**config.mk**
```make
export PLATFORM = sky130hd
export DESIGN_NAME = mem_fill
export DESIGN_NICKNAME = d
export VERILOG_FILES = /design/src/rtl/mem_fill_pkg.sv /design/src/rtl/mem_fill_pattern.sv /design/src/rtl/mem_fill.sv
export SDC_FILE = /design/constraint.sdc
export NUM_CORES = 1
export LEC_CHECK = 0
export ABC_AREA = 1
export ABC_CLOCK_PERIOD_IN_PS = 2400
export CAP_MARGIN = 20
export CORE_MARGIN = 2
export CORE_UTILIZATION = 25
export CTS_CLUSTER_SIZE = 14
export DETAILED_ROUTE_END_ITERATION = 8
export SLEW_MARGIN = 10
export SYNTH_ARGS = -nofsm -noshare
export SYNTH_HDL_FRONTEND = slang
export SYNTH_SLANG_ARGS = --single-unit
```
**constraint.sdc**
```tcl
create_clock -name clk_50mhz -period 2.4 [get_ports clk_50mhz]
set_clock_uncertainty 0.15 [all_clocks]
set_input_delay 0.48 -clock clk_50mhz [delete_from_list [all_inputs] [get_ports clk_50mhz]]
set_output_delay 0.48 -clock clk_50mhz [all_outputs]
set_load 0.05 [all_outputs]
```
**src/rtl/mem_fill_pkg.sv**
```systemverilog
// Shared types for the memory fill controller: FSM state encoding and
// the fill-pattern mode codes received as the first UART byte.
package mem_fill_pkg;

  typedef enum logic [2:0] {
    ST_IDLE,
    ST_RECV_MODE,
    ST_RECV_SEED,
    ST_WRITE,
    ST_DONE
  } state_t;

  localparam logic [1:0] MODE_CONST = 2'd0;
  localparam logic [1:0] MODE_INCR  = 2'd1;
  localparam logic [1:0] MODE_ADDR  = 2'd2;
  localparam logic [1:0] MODE_RSVD  = 2'd3;

endpackage

```
**src/rtl/mem_fill_pattern.sv**
```systemverilog
// Combinational fill-pattern generator: word value for a given address
// under the selected mode and seed.
module mem_fill_pattern
  import mem_fill_pkg::*;
#(
  parameter int DATA_WIDTH   = 8,
  parameter int SAMPLE_DEPTH = 8
) (
  input  logic [1:0]              mode,
  input  logic [DATA_WIDTH-1:0]   seed,
  input  logic [SAMPLE_DEPTH-1:0] addr,
  output logic [DATA_WIDTH-1:0]   data
);

  logic [DATA_WIDTH-1:0] addr_ext;

  // Address is zero-extended or truncated to the word width.
  generate
    if (SAMPLE_DEPTH >= DATA_WIDTH) begin : g_trunc
      assign addr_ext = addr[DATA_WIDTH-1:0];
    end else begin : g_extend
      assign addr_ext = {{(DATA_WIDTH-SAMPLE_DEPTH){1'b0}}, addr};
    end
  endgenerate

  always_comb begin
    data = seed;
    case (mode)
      MODE_INCR: data = seed + addr_ext;
      MODE_ADDR: data = addr_ext;
      default:   data = seed;
    endcase
  end

endmodule

```
**src/rtl/mem_fill.sv**
```systemverilog
// Memory fill controller: receives a mode byte and seed bytes over UART,
// then writes every address of the memory once with the selected pattern.
//
// state        | meaning
// -------------+------------------------------------------------------
// ST_IDLE      | waiting for activate
// ST_RECV_MODE | waiting for the mode byte
// ST_RECV_SEED | collecting seed bytes, least-significant first
// ST_WRITE     | one memory write per cycle, address 0 upward
// ST_DONE      | fill complete, waiting for activate to drop
module mem_fill
  import mem_fill_pkg::*;
#(
  parameter int DATA_WIDTH   = 8,
  parameter int SAMPLE_DEPTH = 8
) (
  input  logic                    clk_50mhz,
  input  logic                    reset,
  input  logic                    activate,
  output logic                    done,
  output logic                    busy,
  input  logic [7:0]              rx_data,
  input  logic                    rx_ready,
  output logic [DATA_WIDTH-1:0]   mem_data,
  output logic [SAMPLE_DEPTH-1:0] mem_addr,
  output logic                    mem_we
);

  localparam int NUM_BYTES = DATA_WIDTH / 8;
  localparam logic [SAMPLE_DEPTH-1:0] LAST_ADDR = '1;

  state_t state, state_nxt;

  logic [1:0]              mode;
  logic [DATA_WIDTH-1:0]   seed;
  logic [DATA_WIDTH-1:0]   seed_nxt;
  logic [1:0]              byte_cnt;
  logic                    last_byte;
  logic                    mode_load;
  logic                    seed_load;
  logic                    write_start;
  logic                    write_step;
  logic [SAMPLE_DEPTH-1:0] addr_nxt;
  logic [DATA_WIDTH-1:0]   pattern_seed;
  logic [DATA_WIDTH-1:0]   pattern_data;

  always_ff @(posedge clk_50mhz) begin
    if (reset) state <= ST_IDLE;
    else       state <= state_nxt;
  end

  always_comb begin
    state_nxt   = state;
    mode_load   = 1'b0;
    seed_load   = 1'b0;
    write_start = 1'b0;
    write_step  = 1'b0;
    last_byte   = (byte_cnt == 2'(NUM_BYTES - 1));
    case (state)
      ST_IDLE: begin
        if (activate) state_nxt = ST_RECV_MODE;
      end
      ST_RECV_MODE: begin
        if (!activate) state_nxt = ST_IDLE;
        else if (rx_ready) begin
          mode_load = 1'b1;
          state_nxt = ST_RECV_SEED;
        end
      end
      ST_RECV_SEED: begin
        if (!activate) state_nxt = ST_IDLE;
        else if (rx_ready) begin
          seed_load = 1'b1;
          if (last_byte) begin
            write_start = 1'b1;
            state_nxt   = ST_WRITE;
          end
        end
      end
      ST_WRITE: begin
        if (!activate) state_nxt = ST_IDLE;
        else if (mem_addr == LAST_ADDR) state_nxt = ST_DONE;
        else write_step = 1'b1;
      end
      ST_DONE: begin
        if (!activate) state_nxt = ST_IDLE;
      end
      default: state_nxt = ST_IDLE;
    endcase
  end

  always_comb begin
    seed_nxt = seed;
    for (int b = 0; b < NUM_BYTES; b++) begin
      if (byte_cnt == 2'(b)) seed_nxt[b*8 +: 8] = rx_data;
    end
  end

  // The first write must use the seed byte arriving this very cycle.
  assign pattern_seed = write_start ? seed_nxt : seed;
  assign addr_nxt     = write_start ? '0 : mem_addr + SAMPLE_DEPTH'(1);

  mem_fill_pattern #(
    .DATA_WIDTH  (DATA_WIDTH),
    .SAMPLE_DEPTH(SAMPLE_DEPTH)
  ) u_pattern (
    .mode (mode),
    .seed (pattern_seed),
    .addr (addr_nxt),
    .data (pattern_data)
  );

  always_ff @(posedge clk_50mhz) begin
    if (reset) begin
      mode     <= MODE_CONST;
      seed     <= '0;
      byte_cnt <= '0;
      mem_we   <= 1'b0;
      mem_addr <= '0;
      mem_data <= '0;
    end else begin
      if (mode_load) begin
        mode     <= rx_data[1:0];
        byte_cnt <= '0;
      end
      if (seed_load) begin
        seed     <= seed_nxt;
        byte_cnt <= byte_cnt + 2'd1;
      end
      mem_we <= write_start | write_step;
      if (write_start | write_step) begin
        mem_addr <= addr_nxt;
        mem_data <= pattern_data;
      end
    end
  end

  assign done = (state == ST_DONE);
  assign busy = (state == ST_RECV_MODE) || (state == ST_RECV_SEED) || (state == ST_WRITE);

endmodule

```
==> flow_metrics.env, run 1 <==
export IMPL_ctsHoldBuffers=0
export IMPL_syn_nets=316
export IMPL_fillers=802
export IMPL_cp_required_ns=2.42
export IMPL_ys_seq_elements=32
export IMPL_cp_num_buf_inv=4
export IMPL_rsz0062_at_grt="yes"
export IMPL_fp_row_count=32
export IMPL_dp_hpwl_um=4630
export IMPL_synth_area_per_cell_sq_um=6.84
export IMPL_fin_nets=398
export IMPL_synthCells=292
export IMPL_synth_seq_area_share_pct=32.1
export IMPL_multi_input_area_sq_um=1310
export IMPL_tightest_slew_ns=0.563
export IMPL_ant_nets=0
export IMPL_hold_viol_final=0
export IMPL_syn_cell_area_sq_um=2000
export IMPL_ir_drop_uv=371
export IMPL_totalWireLength_um=5990
export IMPL_worst_setup_path_end_kind="flip-flop"
export IMPL_fin_setup_tns_ns=-0.725
export IMPL_grt_pass1_vias=2129
export IMPL_insertion_delay_ns=0.28
export IMPL_grt_usage_pct=14.5
export IMPL_place_congestion=0.846
export IMPL_wl_per_cell_um=12.6
export IMPL_cp_slowest_cell="dfxtp_1"
export IMPL_min_period_over_period_pct=107
export IMPL_drv_cap=0
export IMPL_dieArea_sq_um=8720
export IMPL_final_common_cell="nand2_1"
export IMPL_seq_area_sq_um=646
export IMPL_grt_max_degree=11
export IMPL_pre_cts_ws_ns=-0.731
export IMPL_ioPinCount=31
export IMPL_whs_path_depth=2
export IMPL_io_buffer_count=30
export IMPL_final_cell_mix="nand2_1, buf_4, inv_1"
export IMPL_worstRegToRegCells=15
export IMPL_cp_max_fo=5
export IMPL_clock_sinks=32
export IMPL_start_util_pct=25.9
export IMPL_die_w_um=93.4
export IMPL_num_vias=2180
export IMPL_ctsLongestPathBuffers=2
export IMPL_critPathMaxStageDelay_ns=0.31
export IMPL_startpoint_type="flip-flop"
export IMPL_arrival_ns=2.59
export IMPL_violations="negative setup slack"
export IMPL_fmax_ghz=0.390
export IMPL_outcome="finished, violations left"
export IMPL_crit_family="simple AND/OR/NAND/NOR gates"
export IMPL_synth_edff_count=0
export IMPL_final_cell_area_sq_um=2990
export IMPL_final_max_slew_viol_count=0
export IMPL_cts_tree="done"
export IMPL_first_pass_iters=4
export IMPL_async_reset_ff_share_pct=0
export IMPL_avgViaCountPerCell=4.58
export IMPL_synth_cell_types=34
export IMPL_path_class="flip-flop to flip-flop"
export IMPL_antenna_found_initial=0
export IMPL_drc=0
export IMPL_grt_pass1_wl_um=9800
export IMPL_cts_max_level=2
export IMPL_cts_made_buffers=5
export IMPL_setup_slack_ns=-0.165
export IMPL_crit_chain="inv_2 > ha_4 > nand2_4 > nor2_4 > nand2_4 > or2_1 > o21ai_2 > inv_2 > ha_4 > buf_4 > buf_4 > o21ai_0 > o211ai_1 > o211ai_1 > nand2_1"
export IMPL_slew_headroom_pct=62.3
export IMPL_ys_flop_type="dfxtp_1"
export IMPL_drtIter0Drc=110
export IMPL_setup_viol=7
export IMPL_hold_class="flip-flop to flip-flop"
export IMPL_core_area_sq_um=7730
export IMPL_drive_above_1_share_pct=29.1
export IMPL_cts_root_buf="clkbuf_8"
export IMPL_antenna_cells=0
export IMPL_powerDensity_nw_per_um2=607
export IMPL_syn_to_final_growth_pct=49.7
export IMPL_min_period_ns=2.57
export IMPL_p_leak_nw=1.27
export IMPL_placed_area_sq_um=2750
export IMPL_ys_warn_count=0
export IMPL_clk_pin_slew_worst_paths_ns=0.06
export IMPL_overflow=0
export IMPL_die_h_um=93.4
export IMPL_cp_depth=15
## worst paths after layout
check / startpoint / end / slack (ns)
setup reg to reg: byte_cnt[0] / mem_data[3] / -0.17
hold reg to reg: mem_data[4] / mem_data[4] / 0.30
setup / recovery: byte_cnt[0] / mem_data[3] / -0.17
hold / removal: mem_data[4] / mem_data[4] / 0.30
## registers in the layout (all words and copies together) (netlist names)
| name | count |
|---|---|
| byte_cnt | 2 |
| state | 3 |
| mem_we | 1 |
| mem_data | 8 |
| mem_addr | 8 |
| seed | 8 |
| mode | 2 |
## synth_stat cells, types with 2 or more instances
master	instances	area, sq um
nand2_1	66	248
inv_1	36	135
dfxtp_1	32	641
nor2_1	30	113
nand3_1	22	110
a21oi_1	19	95.1
o21ai_0	13	65.1
ha_1	11	138
inv_2	8	30.0
o211ai_1	7	52.6
nand4_1	4	25.0
nor3_1	4	20.0
o21a_1	4	30.0
o21ai_2	4	35.0
nor2_2	3	18.8
o22ai_1	3	18.8
or2_0	3	18.8
buf_6	2	22.5
nand3b_1	2	15.0
nor2_4	2	22.5
nor3_2	2	20.0
or2_1	2	12.5
or2_2	2	12.5
## routing by layer
layer  GRT usage [%]  part of all wire (%)  vias to the layer above
met5               0                     0                        -
met4            4.04                   1.1                        0
met3            2.82                   4.4                        7
met2            25.2                    49                       50
met1            18.2                    46                      996
li1                -                     -                     1127
## what timing repair did
item                       CTS  global route
setup endpoints to repair    7             7
resized for setup           18             8
pin swaps                   13            11
buffers inserted             4             4
gates cloned                 1             0
## through the flow
| step | std cells | hold WS, ns | util (%) | power, mW |
|---|---|---|---|---|
| floorplan | 292 | 0.301 | - | 1.08 |
| global placement | 460 | 0.286 | 35.6 | 1.35 |
| detailed placement | 460 | 0.292 | 35.6 | 1.36 |
| CTS | 472 | 0.299 | 38.0 | 1.80 |
| global route | 476 | 0.331 | 38.7 | 1.94 |
| finish | 476 | 0.298 | 38.7 | 1.81 |
## kinds of logic after synthesis
family	Yosys count	share of synthesized area [%]
buffers and inverters	48	9.77
adders and majority gates	12	7.89
AOI/OAI and AO/OA	55	16.6
and+or+nand+nor	145	33.7
DFF	32	32.1
## worst reg2reg max path, cell delays in order (launching register included)
cell      delay [ns]
dfxtp_1         0.31
inv_2           0.07
ha_4            0.15
nand2_4         0.05
nor2_4          0.17
nand2_4         0.12
or2_1           0.25
o21ai_2         0.08
inv_2           0.07
ha_4            0.26
buf_4           0.14
buf_4           0.12
o21ai_0         0.22
o211ai_1        0.13
o211ai_1        0.10
nand2_1         0.06
## where the power goes
part	internal [mW]	switching (mW)	total, mW
clock	0.197	0.199	0.396
sequential	0.576	0.0268	0.603
combinational	0.348	0.468	0.816
## area by class of cell
cell class              count  area share, %
multi-input cells         213           43.9
flip-flops and latches     32           21.6
repair buffers             77           21.6
inverters                  45           6.06
well taps                 102           4.27
clock buffers               6           2.43
clock inverters             1          0.167
Power figures use the tool's default switching activity.
==> run 2: changes to the inputs <==
Settings changed: CORE_UTILIZATION 25 to 48, PLACE_DENSITY from default to 0.75.
==> flow_metrics.env, run 2 (same netlist as run 1, synthesis figures left out) <==
export IMPL_outcome="finished, violations left"
export IMPL_violations="negative setup slack"
export IMPL_p_seq_share_pct=31.0
export IMPL_wl_per_cell_um=13.5
export IMPL_die_h_um=68.5
export IMPL_fmax_ghz=0.398
export IMPL_p_clk_share_pct=27.1
export IMPL_setup_viol=6
export IMPL_fillers=302
export IMPL_wl_met2_um=2830
export IMPL_wl_met1_um=2420
export IMPL_pre_cts_ws_ns=-0.623
export IMPL_ant_nets=0
export IMPL_clk_pin_slew_worst_paths_ns=0.07
export IMPL_internal_power_mw=1.23
export IMPL_start_util_pct=50.0
export IMPL_core_area_sq_um=4000
export IMPL_powerDensity_nw_per_um2=647
export IMPL_min_period_over_period_pct=105
export IMPL_dp_hpwl_um=4060
export IMPL_first_pass_iters=5
export IMPL_cp_required_ns=2.49
export IMPL_dpl_cell_count=407
export IMPL_worst_setup_path_end_kind="flip-flop"
export IMPL_clock_sinks=32
export IMPL_seq_area_sq_um=646
export IMPL_cp_max_fo=7
export IMPL_power_total_mw=1.95
export IMPL_postLayoutCoreUtil_pct=75.3
export IMPL_drc=0
export IMPL_final_max_slew_viol_count=0
export IMPL_drv_cap=0
export IMPL_cts_made_buffers=5
export IMPL_routed_top_layer="met4"
export IMPL_totalWireLength_um=5740
export IMPL_drive_above_1_share_pct=30.9
export IMPL_stdcell_count=425
export IMPL_fin_nets=398
export IMPL_comb_power_share_pct=42.0
export IMPL_startpoint_type="flip-flop"
export IMPL_p_leak_nw=1.29
export IMPL_drtIter0Drc=182
export IMPL_io_buffer_count=30
export IMPL_avgViaCountPerCell=5.25
export IMPL_num_vias=2233
export IMPL_grt_usage_pct=26.3
export IMPL_fin_setup_tns_ns=-0.529
export IMPL_grt_pass1_vias=2057
export IMPL_tightest_slew_ns=0.582
export IMPL_dieArea_sq_um=4690
export IMPL_top_regs="mem_addr (8), mem_data (8), seed (8)"
export IMPL_ioPinCount=31
export IMPL_dr_wl_met3_um=350
export IMPL_path_class="flip-flop to flip-flop"
export IMPL_die_w_um=68.5
export IMPL_rsz0062_at_grt="yes"
export IMPL_arrival_ns=2.60
export IMPL_grt_max_degree=12
export IMPL_grt_pass1_wl_um=9030
export IMPL_cts_max_level=2
export IMPL_power_switching_mw=0.718
export IMPL_min_period_ns=2.52
export IMPL_swShare_pct=36.8
export IMPL_cts_root_buf="clkbuf_8"
export IMPL_antenna_cells=0
export IMPL_multi_input_area_sq_um=1370
export IMPL_slew_headroom_pct=61.0
export IMPL_setup_slack_ns=-0.115
export IMPL_final_cell_mix="nand2_1, buf_4, inv_1"
export IMPL_fp_row_count=23
export IMPL_antenna_found_initial=0
export IMPL_place_congestion=0.899
export IMPL_cts_tree="done"
export IMPL_ir_drop_uv=721
export IMPL_final_common_cell="nand2_1"
export IMPL_syn_to_final_growth_pct=50.7
export IMPL_insertion_delay_ns=0.29
export IMPL_hold_class="flip-flop to flip-flop"
export IMPL_ctsLongestPathBuffers=2
export IMPL_overflow=0
export IMPL_hold_viol_final=0
## run 2: worst max-delay path, cell delays in order, from the launching register on
cell      delay (ns)
dfxtp_2         0.33
inv_2           0.06
ha_4            0.14
nand2_4         0.05
nor2_4          0.16
nand2_4         0.13
or2_1           0.24
o21ai_2         0.07
inv_2           0.07
ha_4            0.16
inv_2           0.05
fa_2            0.19
inv_2           0.05
nand2_2         0.06
a21oi_2         0.05
o21ai_1         0.12
nand2_1         0.06
o21ai_1         0.13
o211ai_1        0.09
nand2_1         0.09
## run 2: layout make-up
class / count / share of cell area [%]
Tap cell: 50 / 2.08
Timing Repair Buffer: 77 / 21.4
Inverter: 45 / 5.86
Clock buffer: 5 / 2.29
Sequential cell: 32 / 21.4
Clock inverter: 3 / 1.41
Multi-Input combinational cell: 213 / 45.5
## run 2: power groups by stage
stage	sequential (mW)	combinational (mW)	clock [mW]
floorplan	0.650	0.429	0
global placement	0.614	0.712	0
detailed placement	0.615	0.721	0
CTS	0.604	0.789	0.541
global route	0.609	0.898	0.557
finish	0.604	0.818	0.527
## run 2: path summary, 6_finish.rpt
path | start | to | slack (ns) | cells after the start
hold reg to reg | mem_data[3] | mem_data[3] | 0.29 | 2
setup reg to reg | byte_cnt[1] | mem_data[4] | -0.12 | 19
setup / recovery | byte_cnt[1] | mem_data[4] | -0.12 | 19
hold / removal | mem_data[3] | mem_data[3] | 0.29 | 2
## run 2: what timing repair did
action,in CTS,in global routing
hold buffers,0,0
endpoints found under the hold margin,0,0
buffers inserted,7,2
cloned,1,0
pin swaps,11,6
gates resized for setup,23,11
setup endpoints to repair,7,7
## run 2: metal layers
metal | vias to the layer above | global-route usage, %
li1 | 1126 | -
met1 | 1012 | 31.7
met2 | 80 | 44.0
met3 | 15 | 5.68
met4 | 0 | 13.0
met5 | - | 0
## run 2: per-stage QoR
step | area (sq um) | hold WS, ns
after floorplan | 2060 | 0.301
after global placement | 2680 | 0.288
after detailed placement | 2680 | 0.290
after CTS | 2950 | 0.303
after global routing | 3010 | 0.331
final | 3010 | 0.292
==> run 3: changes to the inputs <==
Settings changed: SLEW_MARGIN 10 to default.
==> results of run 3 <==
No change in the layout: final DEF, timing and power equal those of run 2.
